$ cat src/rtl/adder_result_stage_if.sv
// Handshake and status bundle for the adder result stage.
// "slave" is the stage's view and "master" is the adder/consumer side's view.
interface adder_result_stage_if #(
    parameter int WIDTH = 32,
    parameter int CNT_W = 16
);
    logic             in_valid;
    logic             in_ready;
    logic [WIDTH-1:0] in_sum;
    logic             in_cout;
    logic             in_a_msb;
    logic             in_b_msb;
    logic             out_valid;
    logic             out_ready;
    logic [WIDTH-1:0] out_sum;
    logic             out_cout;
    logic             out_zero;
    logic             out_neg;
    logic             out_ovf;
    logic [CNT_W-1:0] done_cnt;
    logic             ovf_seen;

    modport slave (
        input  in_valid, in_sum, in_cout, in_a_msb, in_b_msb, out_ready,
        output in_ready, out_valid, out_sum, out_cout, out_zero, out_neg, out_ovf,
               done_cnt, ovf_seen
    );

    modport master (
        output in_valid, in_sum, in_cout, in_a_msb, in_b_msb, out_ready,
        input  in_ready, out_valid, out_sum, out_cout, out_zero, out_neg, out_ovf,
               done_cnt, ovf_seen
    );
endinterface

$ cat src/rtl/adder_result_stage.sv
// Registered adder output stage: derives zero/neg/ovf flags, buffers results in a
// small FIFO with valid/ready, and keeps a delivered-result count and sticky overflow.
module adder_result_stage #(
    parameter int WIDTH = 32,
    parameter int DEPTH = 2,
    parameter int CNT_W = 16
) (
    input logic                 clk,
    input logic                 rst_n,
    adder_result_stage_if.slave bus
);
    localparam int PTR_W = $clog2(DEPTH);
    localparam int OCC_W = $clog2(DEPTH + 1);
    localparam logic [OCC_W-1:0] FULL = OCC_W'(DEPTH);

    typedef struct packed {
        logic [WIDTH-1:0] sum;
        logic             cout;
        logic             zero;
        logic             neg;
        logic             ovf;
    } entry_t;

    entry_t           mem [DEPTH];
    entry_t           wr_ent;
    entry_t           held;
    entry_t           head;
    logic [PTR_W-1:0] wptr;
    logic [PTR_W-1:0] rptr;
    logic [OCC_W-1:0] occ;
    logic [CNT_W-1:0] done_q;
    logic             ovf_q;
    logic             push;
    logic             pop;

    always_comb begin
        wr_ent      = '0;
        wr_ent.sum  = bus.in_sum;
        wr_ent.cout = bus.in_cout;
        wr_ent.zero = (bus.in_sum == '0);
        wr_ent.neg  = bus.in_sum[WIDTH-1];
        wr_ent.ovf  = (bus.in_a_msb == bus.in_b_msb) && (bus.in_sum[WIDTH-1] != bus.in_a_msb);
    end

    // in_ready depends only on occupancy, so out_ready never reaches it combinationally.
    assign bus.in_ready  = (occ != FULL);
    assign bus.out_valid = (occ != '0);
    assign push          = bus.in_valid && bus.in_ready;
    assign pop           = bus.out_valid && bus.out_ready;

    // When empty, present the last delivered entry instead of a stale slot.
    assign head         = bus.out_valid ? mem[rptr] : held;
    assign bus.out_sum  = head.sum;
    assign bus.out_cout = head.cout;
    assign bus.out_zero = head.zero;
    assign bus.out_neg  = head.neg;
    assign bus.out_ovf  = head.ovf;
    assign bus.done_cnt = done_q;
    assign bus.ovf_seen = ovf_q;

    always_ff @(posedge clk) begin
        if (!rst_n) begin
            for (int i = 0; i < DEPTH; i++) mem[i] <= '0;
            held   <= '0;
            wptr   <= '0;
            rptr   <= '0;
            occ    <= '0;
            done_q <= '0;
            ovf_q  <= 1'b0;
        end else begin
            if (push) begin
                mem[wptr] <= wr_ent;
                wptr      <= wptr + PTR_W'(1);
            end
            if (pop) begin
                held   <= mem[rptr];
                rptr   <= rptr + PTR_W'(1);
                done_q <= done_q + CNT_W'(1);
                ovf_q  <= ovf_q | mem[rptr].ovf;
            end
            if (push && !pop)
                occ <= occ + OCC_W'(1);
            else if (pop && !push)
                occ <= occ - OCC_W'(1);
        end
    end
endmodule

$ cat src/flat_wrapper.sv
// flat-port wrapper written by rule: the top's interface ports become plain ports
module adder_result_stage_flat 
#(
    parameter int WIDTH = 32,
    parameter int DEPTH = 2,
    parameter int CNT_W = 16
)
  (clk, rst_n, bus_in_valid, bus_in_sum, bus_in_cout, bus_in_a_msb, bus_in_b_msb, bus_out_ready, bus_in_ready, bus_out_valid, bus_out_sum, bus_out_cout, bus_out_zero, bus_out_neg, bus_out_ovf, bus_done_cnt, bus_ovf_seen);
  adder_result_stage_if #(.WIDTH(WIDTH), .CNT_W(CNT_W)) bus_i ();
  input logic clk;
  input logic rst_n;
  input wire logic [$bits(bus_i.in_valid)-1:0] bus_in_valid;
  input wire logic [$bits(bus_i.in_sum)-1:0] bus_in_sum;
  input wire logic [$bits(bus_i.in_cout)-1:0] bus_in_cout;
  input wire logic [$bits(bus_i.in_a_msb)-1:0] bus_in_a_msb;
  input wire logic [$bits(bus_i.in_b_msb)-1:0] bus_in_b_msb;
  input wire logic [$bits(bus_i.out_ready)-1:0] bus_out_ready;
  output wire logic [$bits(bus_i.in_ready)-1:0] bus_in_ready;
  output wire logic [$bits(bus_i.out_valid)-1:0] bus_out_valid;
  output wire logic [$bits(bus_i.out_sum)-1:0] bus_out_sum;
  output wire logic [$bits(bus_i.out_cout)-1:0] bus_out_cout;
  output wire logic [$bits(bus_i.out_zero)-1:0] bus_out_zero;
  output wire logic [$bits(bus_i.out_neg)-1:0] bus_out_neg;
  output wire logic [$bits(bus_i.out_ovf)-1:0] bus_out_ovf;
  output wire logic [$bits(bus_i.done_cnt)-1:0] bus_done_cnt;
  output wire logic [$bits(bus_i.ovf_seen)-1:0] bus_ovf_seen;
  assign bus_i.in_valid = bus_in_valid;
  assign bus_i.in_sum = bus_in_sum;
  assign bus_i.in_cout = bus_in_cout;
  assign bus_i.in_a_msb = bus_in_a_msb;
  assign bus_i.in_b_msb = bus_in_b_msb;
  assign bus_i.out_ready = bus_out_ready;
  assign bus_in_ready = bus_i.in_ready;
  assign bus_out_valid = bus_i.out_valid;
  assign bus_out_sum = bus_i.out_sum;
  assign bus_out_cout = bus_i.out_cout;
  assign bus_out_zero = bus_i.out_zero;
  assign bus_out_neg = bus_i.out_neg;
  assign bus_out_ovf = bus_i.out_ovf;
  assign bus_done_cnt = bus_i.done_cnt;
  assign bus_ovf_seen = bus_i.ovf_seen;
  adder_result_stage #(.WIDTH(WIDTH), .DEPTH(DEPTH), .CNT_W(CNT_W)) u_core (.clk(clk), .rst_n(rst_n), .bus(bus_i));
endmodule
$ cat config.mk
export PLATFORM = sky130hd
export DESIGN_NAME = adder_result_stage_flat
export DESIGN_NICKNAME = d
export VERILOG_FILES = /design/src/rtl/adder_result_stage_if.sv /design/src/rtl/adder_result_stage.sv /design/src/flat_wrapper.sv
export SDC_FILE = /design/constraint.sdc
export NUM_CORES = 1
export LEC_CHECK = 0
export ABC_AREA = 1
export ABC_CLOCK_PERIOD_IN_PS = 6600
export BUFFER_PORTS_ARGS = -buffer_cell sky130_fd_sc_hd__buf_2
export CAP_MARGIN = 40
export CORE_UTILIZATION = 25
export CTS_CLUSTER_SIZE = 8
export DETAILED_ROUTE_END_ITERATION = 12
export PLACE_DENSITY = 0.53
export REMOVE_ABC_BUFFERS = 1
export SLEW_MARGIN = 20
export SYNTH_ARGS = -nofsm -noshare
export SYNTH_HDL_FRONTEND = slang
export SYNTH_SLANG_ARGS = --single-unit
$ cat constraint.sdc
create_clock -name clk -period 6.6 [get_ports clk]
set_input_delay 0 -clock clk [delete_from_list [all_inputs] [get_ports clk]]
set_output_delay 0 -clock clk [all_outputs]
set_load 0.05 [all_outputs]
Word level (Yosys, flattened, before mapping)
Memories as Yosys holds them, arrays and structs flattened. A register that Yosys moved wholly into a read port is not among the register bits. Index checks and enable logic that the tools add are counted.

Flip-flop bits (word level): 57. Latch bits: 0. Memory bits (writable): 72. Memory bits (read-only): 0. Input port bits: 39. Output and inout bits: 55. Word-level logic and storage cells: 43. Memories: 1.

Memories: u_core.mem (words 2, bits a word 36, read ports 1, clocked after memory_dff 1, wr ports 2, RTL line adder_result_stage.sv:24) `entry_t mem [DEPTH];`.

Add/subtract/negate cells: 5. Multipliers: 0. Div/mod/pow operators: 0. Order comparisons: 0. Equal/unequal tests: 3. Shift operators: 0. Multiplexer cells: 12. Bitwise gates (word level): 1. Reductions and logical operators: 11.

Operator list (count): $mux W36 (2); $reduce_or A36 Y1 (1); $logic_not A32 Y1 (1); $add A16 B1 Y16 const B (1); $mux W1 (8); $logic_and A1 B1 Y1 (5); $mux W2 (2); $reduce_bool A2 Y1 (2); $add A1 B1 Y1 const B (2); $add A2 B1 Y2 const B (1); $logic_not A1 Y1 (2); $ne A2 B2 Y1 const B (1); $sub A2 B1 Y2 const B (1); $eq A1 B1 Y1 (1); $ne A1 B1 Y1 (1); $or A1 B1 Y1 (1).

Logic depth before layout (Yosys ltp)
Gate-level depths: netlist of the first run.

Depth in word-level cells: 7. Mapped depth: 10.

Worst setup path after synthesis of the first run
Ideal clock, no wire load.

Kind: reg-to-reg. From: reg u_core.occ[0]. To: mem u_core.mem[0][0] (netlist name), enable pin. Setup time: 393 ps. Arrival: 2084 ps. Path slack: 4123 ps. Stages on the path, launching flop included: 8. Buffers on the path: 1. Period minus slack after synthesis: 2477 ps. Path through: dfxtp_1 > inv_2 > nand2_1 > nand2_1 > nor2_1 > nand2_2 > buf_6 > nand2_1.

RTL lines: from (decl) (RTL line adder_result_stage.sv:30) `logic [OCC_W-1:0] occ;`; from (signal assigned) (RTL line adder_result_stage.sv:82) `occ <= occ + OCC_W'(1);`; from (signal assigned) (RTL line adder_result_stage.sv:84) `occ <= occ - OCC_W'(1);`; to (decl) (RTL line adder_result_stage.sv:24).

Final worst setup path of the first run
From: reg u_core.occ[0]. To: reg u_core.occ[1].

Word-level cells in the longest chain between the ends: 5. Elaborated cells on any way between the ends: 13.

RTL lines: parallel branches: the longest is 5 deep, another holds $sub A2 B1 Y2.

Several ways; the timed one is not identified. The select of a mux whose other input is x is not followed. A chain may end at the register's enable or synchronous reset.

==> flow_metrics.env, run 1 <==
export IMPL_die_h_um=154.1
export IMPL_boundaryPins=94
export IMPL_rrSetupSlack_ns=4.14
export IMPL_netlist_top_cells_area="edfxtp_1 36%, dfxtp_1 20%, o21ai_0 8.6%"
export IMPL_grt_pass1_wl_um=22370
export IMPL_layout_min_cycle_time_ns=2.458
export IMPL_r2r_end="u_core.occ[1]"
export IMPL_synth_top_area_frac=0.3632
export IMPL_dr_first_iter_drc_count=259
export IMPL_hold_viol=0
export IMPL_worstMarginPinSlew_ns=0.7607
export IMPL_clk_pin_slew_ns=0.06
export IMPL_maxSlewViolCount=0
export IMPL_synthArstFlopShare=0
export IMPL_hold_path_class="primary input to register"
export IMPL_htree_levels=4
export IMPL_rr_worst_depth=9
export IMPL_cts_setup_buffers=0
export IMPL_grt_overflow=0
export IMPL_cts_made_buffers=17
export IMPL_whs_path_depth=5
export IMPL_cp_required_ns=6.90
export IMPL_antenna_found_initial=0
export IMPL_crit_chain="inv_2, nand2_4, nand2_2, buf_4, ha_1, a21oi_1, o21ai_0, o21ai_0, a21oi_1"
export IMPL_dieWidth_um=154.1
export IMPL_fin_worst_skew_ns=0.009005
export IMPL_start_util=0.2556
export IMPL_leakage_nw=3.126
export IMPL_cts_tree="done"
export IMPL_drt_total_wl_um=13890
export IMPL_worstSetupEndpointType="register"
export IMPL_port_buffers=93
export IMPL_min_delay_start="bus_out_ready"
export IMPL_core_area_um2=22640
export IMPL_synth_edf_count=70
export IMPL_period_share=0.3724
export IMPL_synth_flop_cell="edfxtp_1"
export IMPL_placedCellCount=1049
export IMPL_route_vias_total=4682
export IMPL_slowest_delay_ns=0.57
export IMPL_crit_type="register to register"
export IMPL_drive_gt1_frac=0.1661
export IMPL_slowest_stage="buf_4"
export IMPL_maxClockFrequency_mhz=406.9
export IMPL_power_density_nw_per_um2=417.0
export IMPL_final_cells=1116
export IMPL_grt_max_degree=76
export IMPL_netlist_area_um2=5787
export IMPL_grt_usage=0.1240
export IMPL_fin_util=0.3280
export IMPL_rows=55
export IMPL_yosysSeqAreaShare=0.5604
export IMPL_syn2layout_area_growth_pct=28.35
export IMPL_n_antenna_cell=0
export IMPL_synth_cells=702
export IMPL_peakVddDrop_mv=0.1600
export IMPL_r2r_start="u_core.occ[0]"
export IMPL_arrival_ns=2.76
export IMPL_status="finished clean"
export IMPL_whs_endpoint="u_core.bus.done_cnt[2]"
export IMPL_wl_per_cell_um=12.45
export IMPL_slew_headroom=0.4911
export IMPL_cp_start_kind="register"
export IMPL_yosysMostFrequentCell="inv_1"
export IMPL_first_global_vias=4442
export IMPL_yosysUniqueCellTypes=27
export IMPL_cts_root_buf="clkbuf_16"
export IMPL_ant_nets=0
export IMPL_dr_pass1_iters=4
export IMPL_clk_latency_ns=0.42
export IMPL_tns_ns=0
export IMPL_vias_per_cell=4.195
export IMPL_gp_congestion=0.7689
export IMPL_cts_sinks=127
export IMPL_drv_cap=0
export IMPL_rsz0062_at_grt="false"
export IMPL_synth_common_cells="119 x inv_1, 113 x nand2_1, 104 x nor2_1, 100 x o21ai_0, 70 x edfxtp_1"
export IMPL_route_detailed_drc=0
export IMPL_max_clock_path_buffers=2
export IMPL_ys_warn_count=0
export IMPL_yosysTopAreaCell="edfxtp_1"
export IMPL_nets=859
export IMPL_synth_avg_cell_area_um2=8.243
export IMPL_cp_top_family="buffers and inverters"
export IMPL_fin_ws_ns=4.142
export IMPL_die_area_um2=23760
export IMPL_critPathBufInv=2
export IMPL_cp_max_fo=75
export IMPL_dp_slack_ns=4.130
export IMPL_dp_hpwl_um=9269
export IMPL_synth_seq_cells=127
export IMPL_finalSetupViolCount=0
layout make-up:
class / count / area [um2]
sequential: 127 / 3244
multi-input combinational: 416 / 1884
fill: 2347 / 15210
tap: 285 / 356.6
clock inverter: 10 / 135.1
clock buffer: 22 / 454.2
timing repair buffer: 133 / 890.9
inverter: 123 / 461.7
worst min-delay path: stages:
cell	delay, ns
buf_2	0.11
inv_1	0.06
nor2_2	0.10
nand2_1	0.08
a211oi_1	0.05
routing by layer:
metal	track usage	up-vias	wire length [um]
met5	0	-	0
met4	0.04429	0	177
met3	0.03833	16	551
met2	0.2076	90	6646
met1	0.1496	2103	6518
li1	-	2473	-
registers in the layout, indices dropped and copies added (netlist names), named ones only:
| name | flops |
|---|---|
| u_core.mem | 70 |
| u_core.held | 35 |
| u_core.bus.done_cnt | 16 |
| u_core.occ | 2 |
| u_core.bus.ovf_seen | 1 |
| u_core.rptr | 1 |
| u_core.wptr | 1 |
timing repair:
item,CTS,global route
hold endpoints to repair,67,0
endpoints found under the setup margin,0,0
gates resized for setup,0,0
hold buffers,35,0
cell usage in the layout, fill, tap and decap left out, types with 4 or more instances in the layout:
| master | instances |
|---|---|
| nor2_1 | 104 |
| buf_2 | 93 |
| nand4_1 | 11 |
| nand2_1 | 111 |
| nand3_1 | 13 |
| o21ai_1 | 12 |
| clkbuf_16 | 17 |
| o21ai_0 | 100 |
| dfxtp_1 | 56 |
| edfxtp_1 | 70 |
| a21oi_1 | 45 |
| inv_1 | 119 |
| clkbuf_1 | 4 |
| dlygate4sd3_1 | 35 |
| nand2_2 | 4 |
kinds of logic after synthesis:
logic type,synth area share
and+or+nand+nor,0.1758
buffers and inverters,0.1148
adders and majority gates,0.004324
DFF,0.5604
xor gates and xnor gates,0.003028
AOI/OAI and AO/OA,0.1397
muxes,0.001946
stage by stage:
stage               cell area, um2  hold slack, ns  power (W)
floorplan                     5584          0.1204   0.001858
global placement              6427          0.3186   0.002142
detailed placement            6487          0.3250   0.002166
CTS                           7427         0.02753   0.003135
global route                  7427         0.06709   0.003269
finish                        7427         0.03622   0.003097
worst max path at each step:
stage	cells after the start	slack [ns]	start	end
CTS	9	4.14	u_core.occ[0]	u_core.occ[1]
global placement	9	4.18	u_core.occ[0]	u_core.occ[1]
global route	9	3.86	u_core.occ[0]	u_core.occ[1]
detailed placement	9	4.13	u_core.occ[0]	u_core.occ[1]
floorplan	3	3.63	u_core.occ[0]	bus_out_neg
finish	9	4.14	u_core.occ[0]	u_core.occ[1]
where the power goes:
part           internal [W]  leakage, nW  switching, W
Sequential         0.000973         1.20     0.0000484
Clock              0.000603        0.280      0.000346
Combinational      0.000243         1.65      0.000883
Total               0.00182         3.13       0.00128
Power figures use the tool's default switching activity.
==> run 2, diff against run 1 <==
--- a/config.mk
+++ b/config.mk
@@ -5,14 +5,14 @@
 export SDC_FILE = /design/constraint.sdc
 export NUM_CORES = 1
 export LEC_CHECK = 0
-export ABC_AREA = 1
-export ABC_CLOCK_PERIOD_IN_PS = 6600
+export ABC_AREA = 0
+export ABC_CLOCK_PERIOD_IN_PS = 2200
 export BUFFER_PORTS_ARGS = -buffer_cell sky130_fd_sc_hd__buf_2
 export CAP_MARGIN = 40
 export CORE_UTILIZATION = 25
 export CTS_CLUSTER_SIZE = 8
 export DETAILED_ROUTE_END_ITERATION = 12
-export PLACE_DENSITY = 0.53
+export PLACE_DENSITY = 0.54
 export REMOVE_ABC_BUFFERS = 1
 export SLEW_MARGIN = 20
 export SYNTH_ARGS = -nofsm -noshare
==> constraint.sdc (replaced) <==
create_clock -name clk -period 2.2 [get_ports clk]
set_input_delay 0 -clock clk [delete_from_list [all_inputs] [get_ports clk]]
set_output_delay 0 -clock clk [all_outputs]
set_load 0.05 [all_outputs]
==> run 2 against run 1 <==
- non-clock buffer count is 9 higher
- hold slack gained 0.044 ns
- worst setup slack worse by 3.9 ns
- clock power grew to 3.2 times the previous value
- first-iteration DRC count decreased by 22%
- register-to-register slack worse by 3.8 ns
- flip-flop and latch count is the same
- synthesized cell count down 27%
- wire length shrank 5.8%
- sequential power rose to 3.1 times the previous value
- clock skew up 0.0039 ns
- utilization is 1.5 points higher
==> flow_metrics.env, run 2 <==
export IMPL_fin_worst_skew_ns=0.01292
export IMPL_rsz0062_at_grt="false"
export IMPL_maxClockFrequency_mhz=515.7
export IMPL_peakVddDrop_mv=0.8621
export IMPL_p_total_w=0.01098
export IMPL_vias_per_cell=4.404
export IMPL_netlist_top_cells_area="edfxtp_1 38%, dfxtp_1 21%, and2_1 7.5%"
export IMPL_fin_ws_ns=0.2608
export IMPL_synth_cells=511
export IMPL_antenna_found_initial=0
export IMPL_period_share=0.8814
export IMPL_crit_chain="or2_2, buf_12, nor2_1, a21oi_1, buf_2"
export IMPL_placedCellCount=860
export IMPL_htree_levels=4
export IMPL_hold_viol=0
export IMPL_dr_pass1_iters=4
export IMPL_maxSlewViolCount=0
export IMPL_ys_warn_count=0
export IMPL_core_area_um2=21290
export IMPL_port_buffers=93
export IMPL_gp_congestion=0.7370
export IMPL_crit_type="register to primary output"
export IMPL_yosysUniqueCellTypes=35
export IMPL_cts_root_buf="clkbuf_16"
export IMPL_boundaryPins=94
export IMPL_clk_latency_ns=0.41
export IMPL_syn2layout_area_growth_pct=32.91
export IMPL_slew_headroom=0.5784
export IMPL_dr_first_iter_drc_count=202
export IMPL_top_register="u_core.mem"
export IMPL_route_detailed_drc=0
export IMPL_largest_register_ffs=70
export IMPL_grt_usage=0.1226
export IMPL_grt_pass1_wl_um=20730
export IMPL_dieWidth_um=150.2
export IMPL_cp_required_ns=2.20
export IMPL_whs_endpoint="u_core.mem[0][0]"
export IMPL_worstMarginPinSlew_ns=0.6315
export IMPL_rrSetupSlack_ns=0.34
export IMPL_wl_per_cell_um=14.13
export IMPL_die_h_um=150.2
export IMPL_final_cells=926
export IMPL_n_antenna_cell=0
export IMPL_rr_worst_depth=5
export IMPL_r2r_start="u_core.bus.done_cnt[0]"
export IMPL_status="finished clean"
export IMPL_layout_min_cycle_time_ns=1.939
export IMPL_final_common_cell="buf_2"
export IMPL_drv_cap=0
export IMPL_r2r_end="u_core.bus.done_cnt[12]"
export IMPL_layout_common_cells="93 x buf_2, 87 x nor2_1, 70 x edfxtp_1"
export IMPL_grt_overflow=0
export IMPL_cts_sinks=127
export IMPL_whs_ns=0.08013
export IMPL_drt_total_wl_um=13080
export IMPL_worstSetupEndpointType="primary output"
export IMPL_clk_pin_slew_ns=0.06
export IMPL_slowest_stage="dfxtp_1"
export IMPL_yosysMostFrequentCell="nor2_1"
export IMPL_drive_gt1_frac=0.2289
export IMPL_synth_edf_count=70
export IMPL_power_density_nw_per_um2=1504
export IMPL_synth_top_area_frac=0.3826
export IMPL_dp_hpwl_um=8554
export IMPL_netlist_area_um2=5494
export IMPL_arrival_ns=1.94
export IMPL_synthArstFlopShare=0
export IMPL_synth_seq_cells=127
export IMPL_num_fill_cells=2152
export IMPL_synth_common_cells="88 x nor2_1, 70 x edfxtp_1, 66 x and2_1, 57 x dfxtp_1, 41 x a21oi_1"
export IMPL_nets=679
export IMPL_first_global_vias=3852
export IMPL_tns_ns=0
export IMPL_cts_made_buffers=17
export IMPL_yosysSeqAreaShare=0.5903
export IMPL_finalSetupViolCount=0
export IMPL_route_vias_total=4078
export IMPL_slowest_delay_ns=0.46
export IMPL_synth_flop_cell="edfxtp_1"
export IMPL_max_clock_path_buffers=2
export IMPL_critPathBufInv=2
export IMPL_cp_max_fo=50
export IMPL_die_area_um2=22570
export IMPL_cp_top_family="buffers and inverters"
export IMPL_rows=53
export IMPL_cts_tree="done"
export IMPL_dp_slack_ns=0.3130
export IMPL_yosysTopAreaCell="edfxtp_1"
export IMPL_critical_path_startpoint="u_core.occ[0]"
export IMPL_start_util=0.2581
export IMPL_ant_nets=0
export IMPL_grt_max_degree=75
export IMPL_cp_start_kind="register"
export IMPL_whs_path_depth=3
export IMPL_synth_avg_cell_area_um2=10.75
export IMPL_leakage_nw=2.833
export IMPL_min_delay_start="bus_in_valid"
export IMPL_hold_path_class="primary input to register"
-- run 2: cell count changes after synthesis, moves of 10 or more --
cell	previous run	this run
a211oi_1	1	35
nor4_1	0	11
clkbuf_1	14	24
nand2_1	113	13
mux2i_1	0	37
inv_1	119	5
and2_1	0	66
nor2_1	104	88
o21ai_0	100	5
o21ai_1	12	0
-- run 2: logic make-up after synthesis --
family | after synthesis | share of synthesized area
mux | 37 | 0.06741
buf+inv | 40 | 0.02915
simple gates | 206 | 0.1902
fa+ha+maj | 2 | 0.004554
xor+xnor | 14 | 0.02232
flops | 127 | 0.5903
compound gates | 85 | 0.09610
-- run 2: layer usage --
layer | GRT usage | wire (um) | vias up | part of all wire
met1 | 0.1611 | 6479 | 1931 | 0.50
met4 | 0.03737 | 145 | 0 | 0.011
met3 | 0.03455 | 420 | 9 | 0.032
met2 | 0.1947 | 6038 | 78 | 0.46
li1 | - | - | 2060 | -
met5 | 0 | 0 | - | 0
-- run 2: final cells by class --
cell class	instances	area, um2	area share
clock buffer	20	446.7	0.06117
clock inverter	12	180.2	0.02467
timing repair buffer	142	955.9	0.1309
inverter	6	22.52	0.003084
sequential	127	3244	0.4443
tap	275	344.1	0.04712
multi-input combinational	344	2108	0.2887
-- run 2: power breakdown --
group	switching, W	total (W)	internal [W]	leakage [nW]
registers	0.000217	0.00318	0.00296	1.21
logic	0.00356	0.00479	0.00123	1.32
clock network	0.00108	0.00301	0.00194	0.301
-- run 2: worst max-delay path by stage --
stage                        endpoint  cells after the start
floorplan            u_core.mem[0][0]                      3
global placement     u_core.mem[0][3]                      5
detailed placement  u_core.mem[0][19]                      5
CTS                      bus_out_zero                      5
global route        u_core.mem[0][20]                      5
finish                   bus_out_zero                      5
-- run 2: tightest hold or removal path, stage by stage --
cell and delay, ns:
buf_2 0.11, nand3_1 0.13, nor3_1 0.07
-- run 2: per-stage QoR --
| step | instance area, um2 | utilization |
|---|---|---|
| floorplan | 5356 | - |
| finish | 7302 | 0.3430 |
| global placement | 6335 | 0.2976 |
| global route | 7302 | 0.3430 |
| detailed placement | 6335 | 0.2976 |
| CTS | 7302 | 0.3430 |
-- run 2: repair_timing --
item,CTS,global route
setup endpoints to repair,0,0
hold endpoints to repair,69,0
hold buffers,34,0
resized for setup,0,0
buffers inserted,0,0
